===== src/rtl/spi_frame_receiver.sv =====
// SPI mode-0 slave: oversampled on clk, one MSB-first frame per cs_n window.
// Optional echo of the last accepted frame on sdo via `define SPI_ECHO_EN.
module spi_frame_receiver #(
    parameter int FRAME_BITS  = 48,
    parameter int SYNC_STAGES = 2
) (
    input  logic                  clk,
    input  logic                  reset_n,
    input  logic                  sck,
    input  logic                  sdi,
    input  logic                  cs_n,
    output logic [FRAME_BITS-1:0] flattenedMCUout,
    output logic                  frame_valid,
    output logic                  frame_err,
    output logic                  sdo
);

    localparam int CW = $clog2(FRAME_BITS + 1) + 1;
    localparam logic [CW-1:0] CMAX  = '1;
    localparam logic [CW-1:0] CFULL = CW'(FRAME_BITS);

    typedef enum logic [1:0] {
        IDLE,
        SHIFT,
        DONE
    } state_t;

    state_t                  state;
    logic [FRAME_BITS-1:0]   shreg;
    logic [CW-1:0]           count;

    logic [SYNC_STAGES-1:0]  sck_sy;
    logic [SYNC_STAGES-1:0]  sdi_sy;
    logic [SYNC_STAGES-1:0]  csn_sy;
    logic                    sck_d;
    logic                    csn_d;
    logic                    sck_s;
    logic                    sdi_s;
    logic                    csn_s;
    logic                    sck_rise;
    logic                    csn_rise;

    assign sck_s    = sck_sy[SYNC_STAGES-1];
    assign sdi_s    = sdi_sy[SYNC_STAGES-1];
    assign csn_s    = csn_sy[SYNC_STAGES-1];
    assign sck_rise = sck_s & ~sck_d;
    assign csn_rise = csn_s & ~csn_d;

    // Synchronise the SPI pins and keep one delayed copy for edge detection
    always_ff @(posedge clk or negedge reset_n) begin
        if (!reset_n) begin
            sck_sy <= '0;
            sdi_sy <= '0;
            csn_sy <= '1;
            sck_d  <= 1'b0;
            csn_d  <= 1'b1;
        end else begin
            sck_sy <= {sck_sy[SYNC_STAGES-2:0], sck};
            sdi_sy <= {sdi_sy[SYNC_STAGES-2:0], sdi};
            csn_sy <= {csn_sy[SYNC_STAGES-2:0], cs_n};
            sck_d  <= sck_s;
            csn_d  <= csn_s;
        end
    end

    // Frame FSM: shift while selected, judge the bit count when cs_n releases
    always_ff @(posedge clk or negedge reset_n) begin
        if (!reset_n) begin
            state           <= IDLE;
            shreg           <= '0;
            count           <= '0;
            flattenedMCUout <= '0;
            frame_valid     <= 1'b0;
            frame_err       <= 1'b0;
        end else begin
            frame_valid <= 1'b0;
            frame_err   <= 1'b0;
            unique case (state)
                IDLE: begin
                    shreg <= '0;
                    count <= '0;
                    if (!csn_s) begin
                        state <= SHIFT;
                    end
                end
                SHIFT: begin
                    if (sck_rise) begin
                        shreg <= {shreg[FRAME_BITS-2:0], sdi_s};
                        if (count != CMAX) begin
                            count <= count + 1'b1;
                        end
                    end
                    if (csn_rise) begin
                        state <= DONE;
                    end
                end
                DONE: begin
                    if (count == CFULL) begin
                        flattenedMCUout <= shreg;
                        frame_valid     <= 1'b1;
                    end else begin
                        frame_err <= 1'b1;
                    end
                    state <= IDLE;
                end
                default: state <= IDLE;
            endcase
        end
    end

`ifdef SPI_ECHO_EN
    logic [FRAME_BITS-1:0] echo;
    logic                  sck_fall;

    assign sck_fall = ~sck_s & sck_d;

    // Echo the previous accepted frame back to the MCU, MSB first
    always_ff @(posedge clk or negedge reset_n) begin
        if (!reset_n) begin
            echo <= '0;
            sdo  <= 1'b0;
        end else if (state == IDLE && !csn_s) begin
            echo <= flattenedMCUout;
            sdo  <= flattenedMCUout[FRAME_BITS-1];
        end else if (state == SHIFT) begin
            if (sck_fall) begin
                echo <= {echo[FRAME_BITS-2:0], 1'b0};
                sdo  <= echo[FRAME_BITS-2];
            end
        end else begin
            echo <= '0;
            sdo  <= 1'b0;
        end
    end
`else
    assign sdo = 1'b0;
`endif

endmodule


===== config.mk =====
export PLATFORM = sky130hd
export DESIGN_NAME = spi_frame_receiver
export DESIGN_NICKNAME = d
export VERILOG_FILES = /design/src/rtl/spi_frame_receiver.sv
export SDC_FILE = /design/constraint.sdc
export NUM_CORES = 1
export LEC_CHECK = 0
export CAP_MARGIN = 20
export CORE_ASPECT_RATIO = 0.8
export CORE_MARGIN = 2
export CORE_UTILIZATION = 55
export DETAILED_ROUTE_END_ITERATION = 10
export PLACE_DENSITY = 0.91
export SLEW_MARGIN = 10
export SYNTH_ARGS = -nofsm -noshare
export SYNTH_HDL_FRONTEND = slang
export SYNTH_SLANG_ARGS = --single-unit

===== constraint.sdc =====
create_clock -name clk -period 2.3 [get_ports clk]
set_clock_uncertainty 0.05 [all_clocks]
set_input_delay 0.46 -clock clk [delete_from_list [all_inputs] [get_ports clk]]
set_output_delay 0.46 -clock clk [all_outputs]
set_load 0.01 [all_outputs]

Word level (Yosys, flattened, before mapping). Cells that the tools add are included.

Word-level logic and storage cells: 42. Bits of input ports: 5. Output and inout bits: 51. Flip-flop bits (word level): 115.

Add/sub/neg operators: 1. Reduce and logical (&&, ||, !) cells: 6. Multiplexer cells: 12. Eq/ne operators: 8. Bitwise gates (word level): 4.

Operator list (number): $pmux W48 S2 (1); $mux W48 (1); $mux W7 (2); $pmux W7 S2 (1); $ne A2 B2 Y1 const B (4); $add A7 B1 Y7 const B (1); $eq A7 B6 Y1 const B (1); $ne A7 B7 Y1 const B (1); $reduce_and A2 Y1 (3); $mux W1 (4); $mux W2 (2); $pmux W2 S2 (1); $reduce_and A3 Y1 (1); $and A1 B1 Y1 (2); $eq A2 B1 Y1 const B (1); $eq A2 B2 Y1 const B (1); $logic_not A2 Y1 (1); $not A1 Y1 (2); $reduce_bool A2 Y1 (1).

Depth between registers and ports, before layout.
Word-level depth: 4. Depth in mapped cells: 8.

Worst setup path before layout. Ideal clock, no wire load.

Kind: flip-flop to flip-flop. Start point: register count[0]. End point: register flattenedMCUout[1]. Setup time: 0.125 ns. Path buffers: 3. Period minus slack after synthesis: 2.021 ns. Arrival time: 1.846 ns. Cell stages (with the launch flop): 9. Path slack: 0.279 ns. Data required time: 2.125 ns. Cells stage by stage: dfrtp_1 -> inv_1 -> ha_1 -> nand4b_1 -> or4_1 -> clkbuf_1 -> buf_6 -> buf_6 -> mux2_4.

Longest elaborated chain between the ends: 2.

Ends and longest elaborated chain: from (decl) (RTL line 30) `logic [CW-1:0] count;`; from (signal assigned) (RTL line 90) `count <= count + 1'b1;`; $eq A7 B6 Y1 (RTL line 98) `if (count == CFULL) begin`; $reduce_and A2 Y1 (no source line); to (signal assigned) (RTL line 99) `flattenedMCUout <= shreg;`; to (decl) (RTL line 12) `output logic [FRAME_BITS-1:0] flattenedMCUout,`.

No other way between the ends. A chain may end at the register's enable or synchronous reset.

Final worst setup path.
Start point: register count[0]. End point: register flattenedMCUout[27].

Same word-level chain as after synthesis.

==> out/results.txt <==
number of antenna violations at the first check in global routing - 0
CTS tree - done
post-synthesis sequential element count - 115
hpwl dp - 5680 um
routability-driven placement congestion ratio - 0.802
Leak Pwr - 0.00295 uW
kind of end point of the critical path - register
slew margin rel. - 55.2%
number of standard cells after synthesis - 382
Clock Sinks - 115
Setup TNS Final - 0 ns
worst hold margin - 0.295 ns
fraction of registers with async set or reset after synthesis - 100%
core footprint - 0.00791 mm^2
CTS Root Buffer Type - sky130_fd_sc_hd__clkbuf_8
antenna-violating nets left - 0
floorplan die width - 105 um
effective utilization at floorplan - 56.7%
startpoint-to-endpoint class of the critical path - register to register
Net Count, Synth - 389
number of DRC markers after the initial detailed-route iteration - 206
Site Rows - 29
switch share - 21.9%
commonest non-fill, non-tap cells in the layout - sky130_fd_sc_hd__dfrtp_1, sky130_fd_sc_hd__nand2_1, sky130_fd_sc_hd__clkdlybuf4s50_1, sky130_fd_sc_hd__nand3_1, sky130_fd_sc_hd__mux2_2
non-filler cells in the finished layout - 563
number of different library cells in the post-synthesis netlist - 34
mean instance size in the synthesized netlist - 11.7 um^2
cell area after synthesis - 0.00449 mm^2
clock slew at reported path FFs - 0.06 ns
final-report max-slew violation count - 0
internal cell power - 3880 uW
path category of the worst min-delay check - input port to register
top-area cell type share of the netlist area - 62.4%
overall routing resource usage - 23.2%
Worst Reg2Reg Path Length in Cells - 6
combinational share of power - 3.5%
final global-route overflow total - 0
top area cells in the synthesized netlist - sky130_fd_sc_hd__dfrtp_1, sky130_fd_sc_hd__mux2_2, sky130_fd_sc_hd__nand2_1, sky130_fd_sc_hd__nand3_1, sky130_fd_sc_hd__mux2_4
part of the power in the clock network - 54.6%
setup repair after global routing missed its margin - false
switching power - 1090 uW
area leader, netlist - sky130_fd_sc_hd__dfrtp_1
biggest fanout along the worst timing path - 28
Ys Warns - 0
critical path required time - 2.65 ns
total routed wirelength - 9630 um
FILL cells - 541
Pwr Density - 857 mW/mm^2
signed area change from the synthesized netlist to the final layout - 29.2%
Die Y - 84.8 um
quantity of I/O buffers inserted on ports - 54
most frequent standard cell in the layout excluding fill and tap cells - sky130_fd_sc_hd__dfrtp_1
Final Hold Vio Count - 0
area enclosed by the die boundary - 0.00890 mm^2
setup violation total in the final timing report - 0
final critical delay including setup and external delays - 2.18 ns
Worst Tran Pin Value - 0.672 ns
Cell Count Post-Placement - 530
highest ir drop seen on vdd - 0.546 mV
power share of the sequential group - 41.8%
number of buffers inserted to repair setup after CTS - 0
result of the run - complete, no violations
largest net degree at the start of global routing - 46
number of cells on the worst hold path - 1
Synth Flop Type - sky130_fd_sc_hd__dfrtp_1
fin util - 73.3%
Num CTS Buffers - 17
upper clock frequency limit - 459 MHz
number of vias after detailed routing - 3145
post-route clock period utilization - 94.8%
I/O pin count - 56
number of design rule violations left after detail routing - 0
buffers from clock root to sink, at most - 2
type of origin of the critical path - register
via count of the first global-routing pass - 3215
arrival time reported for the critical path endpoint - 2.53 ns
first-pass GRT wire length - 15700 um
first-pass iteration count of the detailed router - 5
antenna diode instance count - 0
final-stage net count - 449
via density per instance - 5.59
sequential element share of the synthesized area - 64.2%
routed wire length per instance - 17.1 um
clock latency of the later-clocked register in the worst-skew pair - 0.52 ns
count of flip-flops with a built-in enable after synthesis - 0
max-cap violations - 0
proportion of layout cells with a drive suffix above 1 - 21.8%
H-Tree Depth - 4
## sequential cells by signal (all words and copies together) (netlist names)
name / cells
frame_valid: 1
state: 2
shreg: 48
csn_d: 1
csn_sy: 2
sdi_sy: 2
flattenedMCUout: 48
count: 7
sck_sy: 2
sck_d: 1
frame_err: 1
## through the flow
stage / worst slack [ns] / instance area, um^2 / power (uW)
final: 0.119 / 5800 / 4970
after global routing: 0.0374 / 5800 / 5110
after CTS: 0.129 / 5800 / 5000
after detailed placement: 0.149 / 5180 / 2290
after global placement: 0.192 / 5180 / 2280
after floorplan: 0.279 / 4490 / 2190
## power by group through the flow
stage | sequential [uW] | clock (uW) | combinational [uW]
5_1_grt | 2080 | 2830 | 195
3_3_place_gp | 2110 | 0 | 167
2_1_floorplan | 2100 | 0 | 89.0
3_5_place_dp | 2110 | 0 | 173
4_1_cts | 2080 | 2750 | 178
6_report | 2080 | 2720 | 176
## synth_stat cells (all sizes together) (2+ instances only)
cell type,count
a21oi,3
and3,4
nand3,49
or4,2
inv,6
mux2,48
dfrtp,112
a2111oi,2
buf,12
nand2b,2
dfstp,3
mux2i,2
ha,2
nand2,106
clkbuf,14
## cell type report
cell class	count	area, um^2	share of cell area (%)
Inverter	6	22.5	0.388
Clock inverter	13	183	3.15
Sequential cell	115	2880	49.7
Timing Repair Buffer	67	663	11.4
Multi-Input combinational cell	235	1480	25.6
Clock buffer	19	432	7.44
Tap cell	108	135	2.33
## metal layers
layer  wire length (um)  track usage [%]
met5                  0                0
met4                173             11.3
met3                604             5.82
met2               4930             38.6
met1               3920             28.6
## critical path: stages, from the launching register on
cell and delay [ns]:
sky130_fd_sc_hd__dfrtp_1 0.43, sky130_fd_sc_hd__inv_1 0.08, sky130_fd_sc_hd__ha_1 0.14, sky130_fd_sc_hd__nand4b_1 0.10, sky130_fd_sc_hd__or4_2 0.64, sky130_fd_sc_hd__buf_4 0.27, sky130_fd_sc_hd__mux2_2 0.33
## kinds of logic after synthesis
logic type	synth area share, %
AO/OA/AOI/OAI	1.95
adder cells (fa/ha/maj)	0.557
buffers and inverters	3.21
flip-flops	64.2
multiplexers	13.2
other	0.0836
AND/OR/NAND/NOR	16.8
## worst paths after layout
kind                                              endpoint                  from  slack (ns)
setup / recovery           flattenedMCUout[27]$_DFFE_PN0P_  count[0]$_DFFE_PN0P_        0.12
min in group asynchronous   flattenedMCUout[1]$_DFFE_PN0P_               reset_n        0.45
max in group asynchronous                  csn_d$_DFF_PN1_               reset_n        1.08
hold / removal                         csn_sy[0]$_DFF_PN1_                  cs_n        0.30
hold reg to reg                        sdi_sy[1]$_DFF_PN0_   sdi_sy[0]$_DFF_PN0_        0.30
setup reg to reg           flattenedMCUout[27]$_DFFE_PN0P_  count[0]$_DFFE_PN0P_        0.12
## repair_timing
action | 4_1_cts | 5_1_grt
hold buffers | 1 | 0
resized for setup | 0 | 0
endpoints found under the hold margin | 43 | 0
No activity file was read; power rests on OpenSTA's default activity.
